$ cat config.mk
export PLATFORM = sky130hd
export DESIGN_NAME = ex_mem_req_flat
export DESIGN_NICKNAME = d
export VERILOG_FILES = /design/src/rtl/ex_mem_req_if.sv /design/src/rtl/ex_mem_req.sv /design/src/flat_wrapper.sv
export SDC_FILE = /design/constraint.sdc
export NUM_CORES = 1
export LEC_CHECK = 0
export ABC_AREA = 1
export CORE_MARGIN = 1
export CORE_UTILIZATION = 37
export CTS_BUF_LIST = sky130_fd_sc_hd__clkbuf_4 sky130_fd_sc_hd__clkbuf_8
export DETAILED_ROUTE_END_ITERATION = 6
export PLACE_DENSITY = 0.92
export SYNTH_ARGS = -nofsm -noshare
export SYNTH_HDL_FRONTEND = slang
export SYNTH_SLANG_ARGS = --single-unit
$ cat constraint.sdc
create_clock -name clk -period 2.05 [get_ports clk]
set_clock_uncertainty 0.1 [all_clocks]
set_input_delay 0.41 -clock clk [delete_from_list [all_inputs] [get_ports clk]]
set_output_delay 0.41 -clock clk [all_outputs]
set_load 0.01 [all_outputs]
$ cat src/rtl/ex_mem_req_if.sv
// Data-SRAM request/response bus between the EX-stage memory requester and the memory side.
// The master drives the request; the slave returns the address/data handshakes and read data.
interface ex_mem_req_if #(
    parameter int ADDR_W = 32
);
    logic              req;
    logic              wr;
    logic [1:0]        size;
    logic [ADDR_W-1:0] addr;
    logic [3:0]        wstrb;
    logic [31:0]       wdata;
    logic              addr_ok;
    logic              data_ok;
    logic [31:0]       rdata;

    modport master (
        output req, wr, size, addr, wstrb, wdata,
        input  addr_ok, data_ok, rdata
    );

    modport slave (
        input  req, wr, size, addr, wstrb, wdata,
        output addr_ok, data_ok, rdata
    );
endinterface

$ cat src/rtl/ex_mem_req.sv
// EX-stage data-SRAM requester. It issues load/store requests and tracks outstanding accesses
// in a tag FIFO, so that returned read data can be aligned and extended.
module ex_mem_req #(
    parameter int ADDR_W = 32,
    parameter int DEPTH  = 2
) (
    input  logic                     clk,
    input  logic                     resetn,
    input  logic                     in_valid,
    input  logic                     in_mem_en,
    input  logic [2:0]               in_st_ctrl,
    input  logic [4:0]               in_ld_ctrl,
    input  logic [ADDR_W-1:0]        in_addr,
    input  logic [31:0]              in_wdata,
    input  logic                     out_allow_in,
    input  logic                     cancel,
    input  logic                     flush,
    output logic                     ready_go,
    output logic                     ale,
    ex_mem_req_if.master             data_sram,
    output logic                     resp_valid,
    output logic                     resp_is_store,
    output logic [31:0]              resp_data,
    output logic [$clog2(DEPTH):0]   outstanding,
    output logic                     proto_err
);
    localparam int PTR_W = $clog2(DEPTH);
    localparam logic [PTR_W:0]   DEPTH_C  = (PTR_W + 1)'(DEPTH);
    localparam logic [PTR_W:0]   CNT_ONE  = (PTR_W + 1)'(1);
    localparam logic [PTR_W-1:0] PTR_ONE  = PTR_W'(1);

    logic ld_w_s, ld_bu_s, ld_b_s, ld_hu_s, ld_h_s;
    logic st_w_s, st_h_s, st_b_s;
    logic access_s, wr_s, ale_s, req_s, ready_go_s, handoff_s;
    logic full_s, empty_s, pop_s, push_s, blocked_s;
    logic [1:0]  size_s;
    logic [3:0]  wstrb_s;
    logic [31:0] wdata_s;
    logic [31:0] shifted_s, resp_data_s;

    logic                 hold_r;
    logic                 proto_err_r;
    logic [PTR_W-1:0]     head_r, tail_r;
    logic [PTR_W:0]       count_r;
    logic [4:0]           tag_ld_r  [DEPTH];
    logic [1:0]           tag_off_r [DEPTH];
    logic [DEPTH-1:0]     tag_wr_r;
    logic [DEPTH-1:0]     tag_disc_r;

    assign {ld_w_s, ld_bu_s, ld_b_s, ld_hu_s, ld_h_s} = in_ld_ctrl;
    assign {st_w_s, st_h_s, st_b_s}                   = in_st_ctrl;

    assign access_s = in_valid & in_mem_en;
    assign wr_s     = (|in_st_ctrl) & ~(|in_ld_ctrl);
    assign full_s   = (count_r == DEPTH_C);
    assign empty_s  = (count_r == {(PTR_W + 1){1'b0}});
    assign pop_s    = data_sram.data_ok & ~empty_s;
    // A slot freed by a same-cycle response may be refilled immediately.
    assign blocked_s = full_s & ~pop_s;
    assign req_s     = access_s & ~ale_s & out_allow_in & ~cancel & ~hold_r & ~blocked_s;
    assign push_s    = req_s & data_sram.addr_ok;
    assign handoff_s = ready_go_s & out_allow_in;

    // Request decode: misalignment, size, byte strobes, store data and stage handoff.
    always_comb begin
        ale_s      = 1'b0;
        size_s     = 2'd0;
        wstrb_s    = 4'b0000;
        wdata_s    = in_wdata;
        ready_go_s = 1'b1;

        if (in_valid) begin
            ale_s = ((ld_h_s | ld_hu_s | st_h_s) & in_addr[0]) |
                    ((ld_w_s | st_w_s) & (in_addr[1:0] != 2'b00));
        end else begin
            ale_s = 1'b0;
        end

        if (ld_w_s | st_w_s) begin
            size_s = 2'd2;
        end else if (ld_h_s | ld_hu_s | st_h_s) begin
            size_s = 2'd1;
        end else begin
            size_s = 2'd0;
        end

        if (!in_valid || !wr_s) begin
            wstrb_s = 4'b0000;
        end else if (st_w_s) begin
            wstrb_s = 4'b1111;
        end else if (st_h_s) begin
            wstrb_s = in_addr[1] ? 4'b1100 : 4'b0011;
        end else if (st_b_s) begin
            wstrb_s = 4'b0001 << in_addr[1:0];
        end else begin
            wstrb_s = 4'b0000;
        end

        if (st_b_s) begin
            wdata_s = {4{in_wdata[7:0]}};
        end else if (st_h_s) begin
            wdata_s = {2{in_wdata[15:0]}};
        end else begin
            wdata_s = in_wdata;
        end

        if (req_s) begin
            ready_go_s = data_sram.addr_ok;
        end else if (access_s & ~cancel & ~hold_r & ~ale_s & out_allow_in & blocked_s) begin
            ready_go_s = 1'b0;
        end else begin
            ready_go_s = 1'b1;
        end
    end

    // Response formatting: align the head entry's bytes and extend per load type.
    always_comb begin
        shifted_s   = data_sram.rdata >> {tag_off_r[head_r], 3'b000};
        resp_data_s = 32'h0000_0000;
        if (tag_wr_r[head_r]) begin
            resp_data_s = 32'h0000_0000;
        end else if (tag_ld_r[head_r][2]) begin
            resp_data_s = {{24{shifted_s[7]}}, shifted_s[7:0]};
        end else if (tag_ld_r[head_r][3]) begin
            resp_data_s = {24'h00_0000, shifted_s[7:0]};
        end else if (tag_ld_r[head_r][0]) begin
            resp_data_s = {{16{shifted_s[15]}}, shifted_s[15:0]};
        end else if (tag_ld_r[head_r][1]) begin
            resp_data_s = {16'h0000, shifted_s[15:0]};
        end else if (tag_ld_r[head_r][4]) begin
            resp_data_s = data_sram.rdata;
        end else begin
            resp_data_s = 32'h0000_0000;
        end
    end

    // Sticky hold: a cancelled instruction that cannot hand off stays suppressed until it leaves.
    always_ff @(posedge clk or negedge resetn) begin
        if (!resetn) begin
            hold_r <= 1'b0;
        end else if (handoff_s) begin
            hold_r <= 1'b0;
        end else if (cancel) begin
            hold_r <= 1'b1;
        end else begin
            hold_r <= hold_r;
        end
    end

    // Outstanding-request tag FIFO with flush marking and the protocol-error flag.
    always_ff @(posedge clk or negedge resetn) begin
        if (!resetn) begin
            head_r      <= {PTR_W{1'b0}};
            tail_r      <= {PTR_W{1'b0}};
            count_r     <= {(PTR_W + 1){1'b0}};
            tag_wr_r    <= {DEPTH{1'b0}};
            tag_disc_r  <= {DEPTH{1'b0}};
            proto_err_r <= 1'b0;
            for (int i = 0; i < DEPTH; i++) begin
                tag_ld_r[i]  <= 5'd0;
                tag_off_r[i] <= 2'd0;
            end
        end else begin
            if (flush) begin
                tag_disc_r <= {DEPTH{1'b1}};
            end
            if (push_s) begin
                tag_ld_r[tail_r]   <= in_ld_ctrl;
                tag_off_r[tail_r]  <= in_addr[1:0];
                tag_wr_r[tail_r]   <= wr_s;
                tag_disc_r[tail_r] <= flush;
                tail_r             <= tail_r + PTR_ONE;
            end
            if (pop_s) begin
                head_r <= head_r + PTR_ONE;
            end
            case ({push_s, pop_s})
                2'b10:   count_r <= count_r + CNT_ONE;
                2'b01:   count_r <= count_r - CNT_ONE;
                default: count_r <= count_r;
            endcase
            if (data_sram.data_ok && empty_s) begin
                proto_err_r <= 1'b1;
            end
        end
    end

    assign ale             = ale_s;
    assign ready_go        = ready_go_s;
    assign data_sram.req   = req_s;
    assign data_sram.wr    = wr_s;
    assign data_sram.size  = size_s;
    assign data_sram.addr  = in_addr;
    assign data_sram.wstrb = wstrb_s;
    assign data_sram.wdata = wdata_s;
    assign resp_valid      = pop_s & ~tag_disc_r[head_r] & ~flush;
    assign resp_is_store   = ~empty_s & tag_wr_r[head_r];
    assign resp_data       = resp_data_s;
    assign outstanding     = count_r;
    assign proto_err       = proto_err_r;

endmodule

$ cat src/flat_wrapper.sv
// flat-port wrapper written by rule: the top's interface ports become plain ports
module ex_mem_req_flat 
#(
    parameter int ADDR_W = 32,
    parameter int DEPTH  = 2
)
  (clk, resetn, in_valid, in_mem_en, in_st_ctrl, in_ld_ctrl, in_addr, in_wdata, out_allow_in, cancel, flush, ready_go, ale, resp_valid, resp_is_store, resp_data, outstanding, proto_err, data_sram_req, data_sram_wr, data_sram_size, data_sram_addr, data_sram_wstrb, data_sram_wdata, data_sram_addr_ok, data_sram_data_ok, data_sram_rdata);
  ex_mem_req_if #(.ADDR_W(ADDR_W)) data_sram_i ();
  input  logic clk;
  input  logic resetn;
  input  logic in_valid;
  input  logic in_mem_en;
  input  logic [2:0] in_st_ctrl;
  input  logic [4:0] in_ld_ctrl;
  input  logic [ADDR_W-1:0] in_addr;
  input  logic [31:0] in_wdata;
  input  logic out_allow_in;
  input  logic cancel;
  input  logic flush;
  output logic ready_go;
  output logic ale;
  output logic resp_valid;
  output logic resp_is_store;
  output logic [31:0] resp_data;
  output logic [$clog2(DEPTH):0] outstanding;
  output logic proto_err;
  output wire logic [$bits(data_sram_i.req)-1:0] data_sram_req;
  output wire logic [$bits(data_sram_i.wr)-1:0] data_sram_wr;
  output wire logic [$bits(data_sram_i.size)-1:0] data_sram_size;
  output wire logic [$bits(data_sram_i.addr)-1:0] data_sram_addr;
  output wire logic [$bits(data_sram_i.wstrb)-1:0] data_sram_wstrb;
  output wire logic [$bits(data_sram_i.wdata)-1:0] data_sram_wdata;
  input wire logic [$bits(data_sram_i.addr_ok)-1:0] data_sram_addr_ok;
  input wire logic [$bits(data_sram_i.data_ok)-1:0] data_sram_data_ok;
  input wire logic [$bits(data_sram_i.rdata)-1:0] data_sram_rdata;
  assign data_sram_req = data_sram_i.req;
  assign data_sram_wr = data_sram_i.wr;
  assign data_sram_size = data_sram_i.size;
  assign data_sram_addr = data_sram_i.addr;
  assign data_sram_wstrb = data_sram_i.wstrb;
  assign data_sram_wdata = data_sram_i.wdata;
  assign data_sram_i.addr_ok = data_sram_addr_ok;
  assign data_sram_i.data_ok = data_sram_data_ok;
  assign data_sram_i.rdata = data_sram_rdata;
  ex_mem_req #(.ADDR_W(ADDR_W), .DEPTH(DEPTH)) u_core (.clk(clk), .resetn(resetn), .in_valid(in_valid), .in_mem_en(in_mem_en), .in_st_ctrl(in_st_ctrl), .in_ld_ctrl(in_ld_ctrl), .in_addr(in_addr), .in_wdata(in_wdata), .out_allow_in(out_allow_in), .cancel(cancel), .flush(flush), .ready_go(ready_go), .ale(ale), .data_sram(data_sram_i), .resp_valid(resp_valid), .resp_is_store(resp_is_store), .resp_data(resp_data), .outstanding(outstanding), .proto_err(proto_err));
endmodule
# --- Word-level counts from Yosys, hierarchy flattened ---
# Cells that the tools add are included.
classes:
  n_eq_ne: 3
  n_mux: 43
  n_lt_le_gt_ge: 6
  n_addsub: 4
  shifts: 2
  n_reduce_logical: 12
  n_bitwise: 36
ops:
  columns: ["operator", "count"]
  rows:
  - ["$mux 32", 8]
  - ["$shr 32x5->16", 1]
  - ["$and 1x1->1", 21]
  - ["$mux 4", 5]
  - ["$mux 5", 4]
  - ["$mux 2", 7]
  - ["$mux 1", 11]
  - ["$bwmux 10", 1]
  - ["$not 1->1", 9]
  - ["$reduce_bool 2->1", 3]
  - ["$demux 5 s1", 1]
  - ["$reduce_or 5->1", 1]
  - ["$bwmux 2", 2]
  - ["$bwmux 4", 1]
  - ["$eq 2x2->1 const B", 2]
  - ["$ge 2x2->1 const B", 2]
  - ["$lt 1x2->1 const B", 2]
  - ["$not 1->2", 2]
  - ["$or 1x1->1", 4]
  - ["$pmux 2 s2", 1]
  - ["$shl 1x2->4 const A", 1]
  - ["$logic_and 1x1->1", 3]
  - ["$reduce_or 3->1", 1]
  - ["$add 1x1->1 const B", 2]
  - ["10 further kinds", 11]
word_totals:
  input_bits: 113
  word_cells: 117
  reg_bits: 24
  out_inout_bits: 111

# --- Logic depth before layout (Yosys ltp) ---
depth:
  depth_word: 14
  mapped_depth: 10
  mapped_depth_nobuf: 9

# --- Worst setup path before layout ---
# OpenSTA, ideal clock, no wires.
synth_timing:
  kind: "register -> output"
  from: "register u_core.head_r"
  to: "output resp_data[10]"
  arrival_ns: 1.470
  slack_ns: 0.070
  required_ns: 1.540
  path_buffers: 1
  stages_incl_launch_ff: 9
  path_cell_list: "dfrtp_1 -> o21ai_2 -> inv_2 -> nand2_1 -> buf_2 -> nor2_1 -> nor2_1 -> nand2_1 -> a21oi_1"
synth_via:
  elab_chain_cells: 10
  elab_cells_between_ends: 16
  classes_between: "shift: 1; mux: 14; bitwise: 1"
synth_lines:
  columns: ["item", "line", "source"]
  rows:
  - ["start: declaration", "ex_mem_req.sv:43", "logic [PTR_W-1:0] head_r, tail_r;"]
  - ["start signal: assignment", "ex_mem_req.sv:153", "head_r <= {PTR_W{1'b0}};"]
  - ["start signal: assignment", "ex_mem_req.sv:175", "head_r <= head_r + PTR_ONE;"]
  - ["$not 1->2 (implied by the code)", null, null]
  - ["$mux 2 (implied by the code) / $mux 5 (equally long branches)", "ex_mem_req.sv:118, ex_mem_req.sv:122", null]
  - ["$mux 2 (implied by the code) / $mux 5 (equally long branches)", "ex_mem_req.sv:118, ex_mem_req.sv:124", null]
  - ["$mux 2 (implied by the code) / $mux 5 (equally long branches)", "ex_mem_req.sv:118, ex_mem_req.sv:126", null]
  - ["$shr 32x5->16 / $mux 32 (equally long branches)", "ex_mem_req.sv:118, ex_mem_req.sv:130", null]
  - ["$mux 32", "ex_mem_req.sv:128", "end else if (tag_ld_r[head_r][1]) begin"]
  - ["$mux 32", "ex_mem_req.sv:126", "end else if (tag_ld_r[head_r][0]) begin"]
  - ["$mux 32", "ex_mem_req.sv:124", "end else if (tag_ld_r[head_r][3]) begin"]
  - ["$mux 32", "ex_mem_req.sv:122", "end else if (tag_ld_r[head_r][2]) begin"]
  - ["$mux 32 (*)", "ex_mem_req.sv:120", "if (tag_wr_r[head_r]) begin"]
  - ["end: declaration", "flat_wrapper.sv:24", "output logic [31:0] resp_data;"]
# Every way passes the cells marked *; elsewhere a longest branch is shown, timed or not. The select of a mux whose other input is x is not followed.

# --- Worst setup path in the final report ---
layout_timing:
  from: "register u_core.head_r"
  to: "output resp_data[15]"
# The elaborated chain is that of the path after synthesis.

==> results by stage <==
Power:
- The overall power of the completed layout is 7150 µW.
- In this run the power density over the cells is 1230 nW/µm².
- VDD sags by at most 0.535 mV.
- The leakage power of the design is 0.00281 µW.

Logic synthesis:
- The count of unique library cells instantiated by Yosys is 36.
- The post-synthesis area per instance is just over 6 µm².
- The most used flip-flop cell after synthesis is dfrtp_1.
- The total standard cell area after synthesis is 3180 µm².
- The post-synthesis compound-gate area fraction is 25.7%.
- The count of flip-flops with a built-in enable after synthesis is 0.
- The xor and xnor fraction of the mapped netlist area is 0.827%.
- The number of synthesized register bits is 24.
- The synthesized netlist devotes less than 1% of its cell area to adder and majority cells.
- In the post-synthesis netlist, the biggest area contributors are dfrtp_1, nand2_1, buf_4.
- The combinational family with the most area after synthesis is simple AND/OR/NAND/NOR gates.
- In the synthesized netlist, the cells that appear most often are nand2_1, o21ai_0, inv_1.
- Counting every instance in the synthesized netlist gives slightly above 500.
- The area share of the largest cell type after synthesis is 18.9%.
- The most common cell in the synthesized netlist is nand2_1.
- After synthesis, flip-flops and latches occupy around a fifth of the total area.
- The library cell with the largest summed area after synthesis is dfrtp_1.
- Of the total synthesized cell area, the portion taken by AND, OR, NAND and NOR gates is a little under a third.
- The post-synthesis async set-or-reset flop share is 100%.
- The multiplexer share of the synthesized area is under 10%.
- For this run, the number of Yosys warnings is 0.
- The post-synth net total is 624.

STA:
- Derived from the worst setup path, the maximum achievable clock frequency is 393 MHz.
- Setup violations remaining at the end of the flow were counted as 32.
- The hold violation total from the final report is 0.
- The total count of max-transition violations in the final report is 0.
- Setup repair after global routing could not meet its margin everywhere.
- The post-route clock period utilization is 124%.
- The post-route minimum period is approximately 2.5 ns.
- The slew of the pin with the lowest slew margin is 0.366 ns.
- Across all setup checks in the final design, the least slack found is -0.494 ns.
- The post-route setup TNS is -14.10 ns.
- In this run the tightest slew margin relative to its limit is 75.6%.

Place:
- The last weighted congestion value of the routability-driven placer is 0.944.
- Detailed placement finished with a half-perimeter wire length of 10.1 mm.
- The number of I/O port buffers is 163.

Final layout:
- The synthesis-to-finish area growth is 83.0%.
- The antenna diode count is 0.
- The net count of the finished layout is 840.
- The fraction of layout instances using a drive strength above 1 is between 40 and 50%.
- At the end of the flow the core is filled with cells to 70.4%.

Hold path:
- The worst hold path passes through 2 cells.
- For hold timing, the worst endpoint is u_core.proto_err.
- The type of the tightest min-delay check is in2reg.
- The startpoint identified for the worst hold timing path is data_sram_data_ok.

Setup path:
- STA classifies the critical path startpoint as a flop.
- The minimum setup slack among reg-to-reg paths is 0.25 ns.
- The worst register-to-register path ends at u_core.outstanding[1].
- The cell depth of the worst flop-to-flop path is 11.
- STA classifies the critical path endpoint as an output pin.
- The arrival time of the worst setup path is about 2 ns.
- Of all nets on the critical path, the largest fanout is 6.
- The critical path data required time is 1.54 ns.
- In this run the critical register-to-register path is launched from u_core.outstanding[0].
- The critical path is of the reg2out type.

Clock network:
- No sink is reached through more buffers than the 2 on the longest clock path.
- The master cell of the clock root buffer is clkbuf_8.
- The clock-pin transition on the worst setup and hold timing paths is 0.09 ns.
- The number of H-tree levels is 1.
- TritonCTS built the clock tree.
- The number of buffers created by CTS is 3.
- The clock net in this run drives a total of 24 sinks.
- The clock latency on the worst-skew pair is 0.27 ns.

Drt:
- After the first detailed-routing iteration, the DRC count stood at 161.
- Dividing the detail-routed via count by the number of cells gives 5.49.
- The routed design has 14.4 mm of wire.
- The final routed DRC violation total is 0.
- The average routed wire per standard cell is 17.3 µm.
- The routed layout has 4555 vias.
- The first detailed-routing pass ran for 5 iterations.
- The remaining number of nets flagged by the antenna check after routing is 0.

Global route:
- The most heavily used metal layer in global routing is met2.
- The total global routing overflow is 0.
- Entering global routing, the biggest net connects 25 pins.
- The global routing met1 resource utilization is 30.5%.
- In the global route stage, overall resource usage came out at 30.3%.
- The global-route met3 utilization is 4.99%.
- The via count of the first global-routing pass is 4635.
- The first global-routing pass estimated 21.2 mm of wire.
- The met2 usage is 58.3%.
- The number of antenna violations at the first check in global routing was 0.

Run status:
- The checks that failed: setup timing.
- The run finished, with violations left.

Floorplanning:
- Once the floorplan was initialized, standard cells occupied 38.5% of the core.
- In this run the horizontal extent of the chip is about 95 µm.
- The vertical die dimension is around 95 µm.
- The floorplan die area is 8960 µm².
- The total I/O pin count is 224.
- The core footprint is between 8000 and 9000 µm².
- The count of standard-cell rows is 33.

Job:
- Across the run, the number of max-cap violations was 0.
[cells in the final DEF (no fill, tap or decap), types with 8 or more instances in the layout]
cell type	netlist	layout
nand3_2	2	16
inv_1	51	46
nand3_1	37	17
a21oi_2	19	34
o21ai_2	4	11
a21oi_1	44	23
o21ai_0	62	35
buf_2	11	37
dfrtp_1	24	23
nand2_1	128	112
clkdlybuf4s50_1	0	79
o21ai_1	6	23
buf_6	5	23
buf_4	43	88
dlygate4sd2_1	0	25
mux2_2	8	8
clkbuf_2	1	9
nor2_1	20	15
nand2_2	7	16
[worst max-delay path by stage]
stage,cells after the start,slack (ns),to,from
floorplan,8,0.07,resp_data[10],u_core.head_r
global placement,5,-0.71,data_sram_wstrb[2],in_st_ctrl[1]
detailed placement,7,-0.79,data_sram_wstrb[2],in_ld_ctrl[4]
CTS,11,-0.42,resp_data[28],u_core.head_r
global route,8,-0.55,resp_data[17],u_core.head_r
finish,11,-0.49,resp_data[15],u_core.head_r
[through the flow]
step	instance area [µm²]	hold slack [ns]	std cells	setup slack [ns]
after floorplan	3180	0.0144	510	0.0701
after CTS	5490	0.368	828	-0.416
after detailed placement	5170	0.347	806	-0.792
final	5810	0.323	830	-0.494
after global placement	5170	0.345	806	-0.711
after global routing	5810	0.327	830	-0.552
[cell type report]
cell class | instances | area (µm²)
clock buffer | 4 | 55.1
fill | 602 | 2450
inverter | 55 | 214
multi-input combinational | 369 | 2450
sequential | 24 | 602
tap | 105 | 131
timing repair buffer | 273 | 2360
[sequential cells by signal (all words and copies together) (netlist names)]
signal / flops
u_core.outstanding: 2
u_core.tag_disc_r: 2
u_core.tag_ld_r: 10
u_core.tag_off_r: 4
u_core.hold_r: 1
u_core.tag_wr_r: 2
u_core.tail_r: 1
u_core.head_r: 1
u_core.proto_err: 1
[routing by layer]
| layer | part of all wire (%) | up-vias |
|---|---|---|
| li1 | - | 2067 |
| met1 | 34 | 2121 |
| met2 | 52 | 292 |
| met3 | 8.1 | 75 |
| met4 | 5.8 | 0 |
| met5 | 0 | - |
[worst max-delay path, stage by stage, from the launching register on]
cell       delay (ns)
dfrtp_2          0.48
buf_6            0.16
buf_6            0.13
nand2_8          0.08
nand2_8          0.08
o21ai_2          0.11
nand2_1          0.08
nand3_2          0.09
nand2_4          0.10
clkbuf_16        0.19
a21oi_4          0.13
buf_6            0.12
[where the power goes]
part,internal (µW),leakage [µW],total [µW],switching [µW]
sequential,591,0.000274,691,101
combinational,2740,0.00251,6140,3390
clock,172,0.0000288,322,150
[cell families after synthesis]
logic type	count (synthesis)
mux	8
xor+xnor	3
simple gates	213
buf+inv	119
compound gates	142
flops	24
fa+ha+maj	1
[what timing repair did]
action,4_1_cts,5_1_grt
hold buffers,0,0
setup buffers,14,2
resized for setup,312,106
pin swaps,27,29
endpoints found under the hold margin,0,0
cloned,4,1
endpoints found under the setup margin,83,68
(Power assumes the default switching activity.)
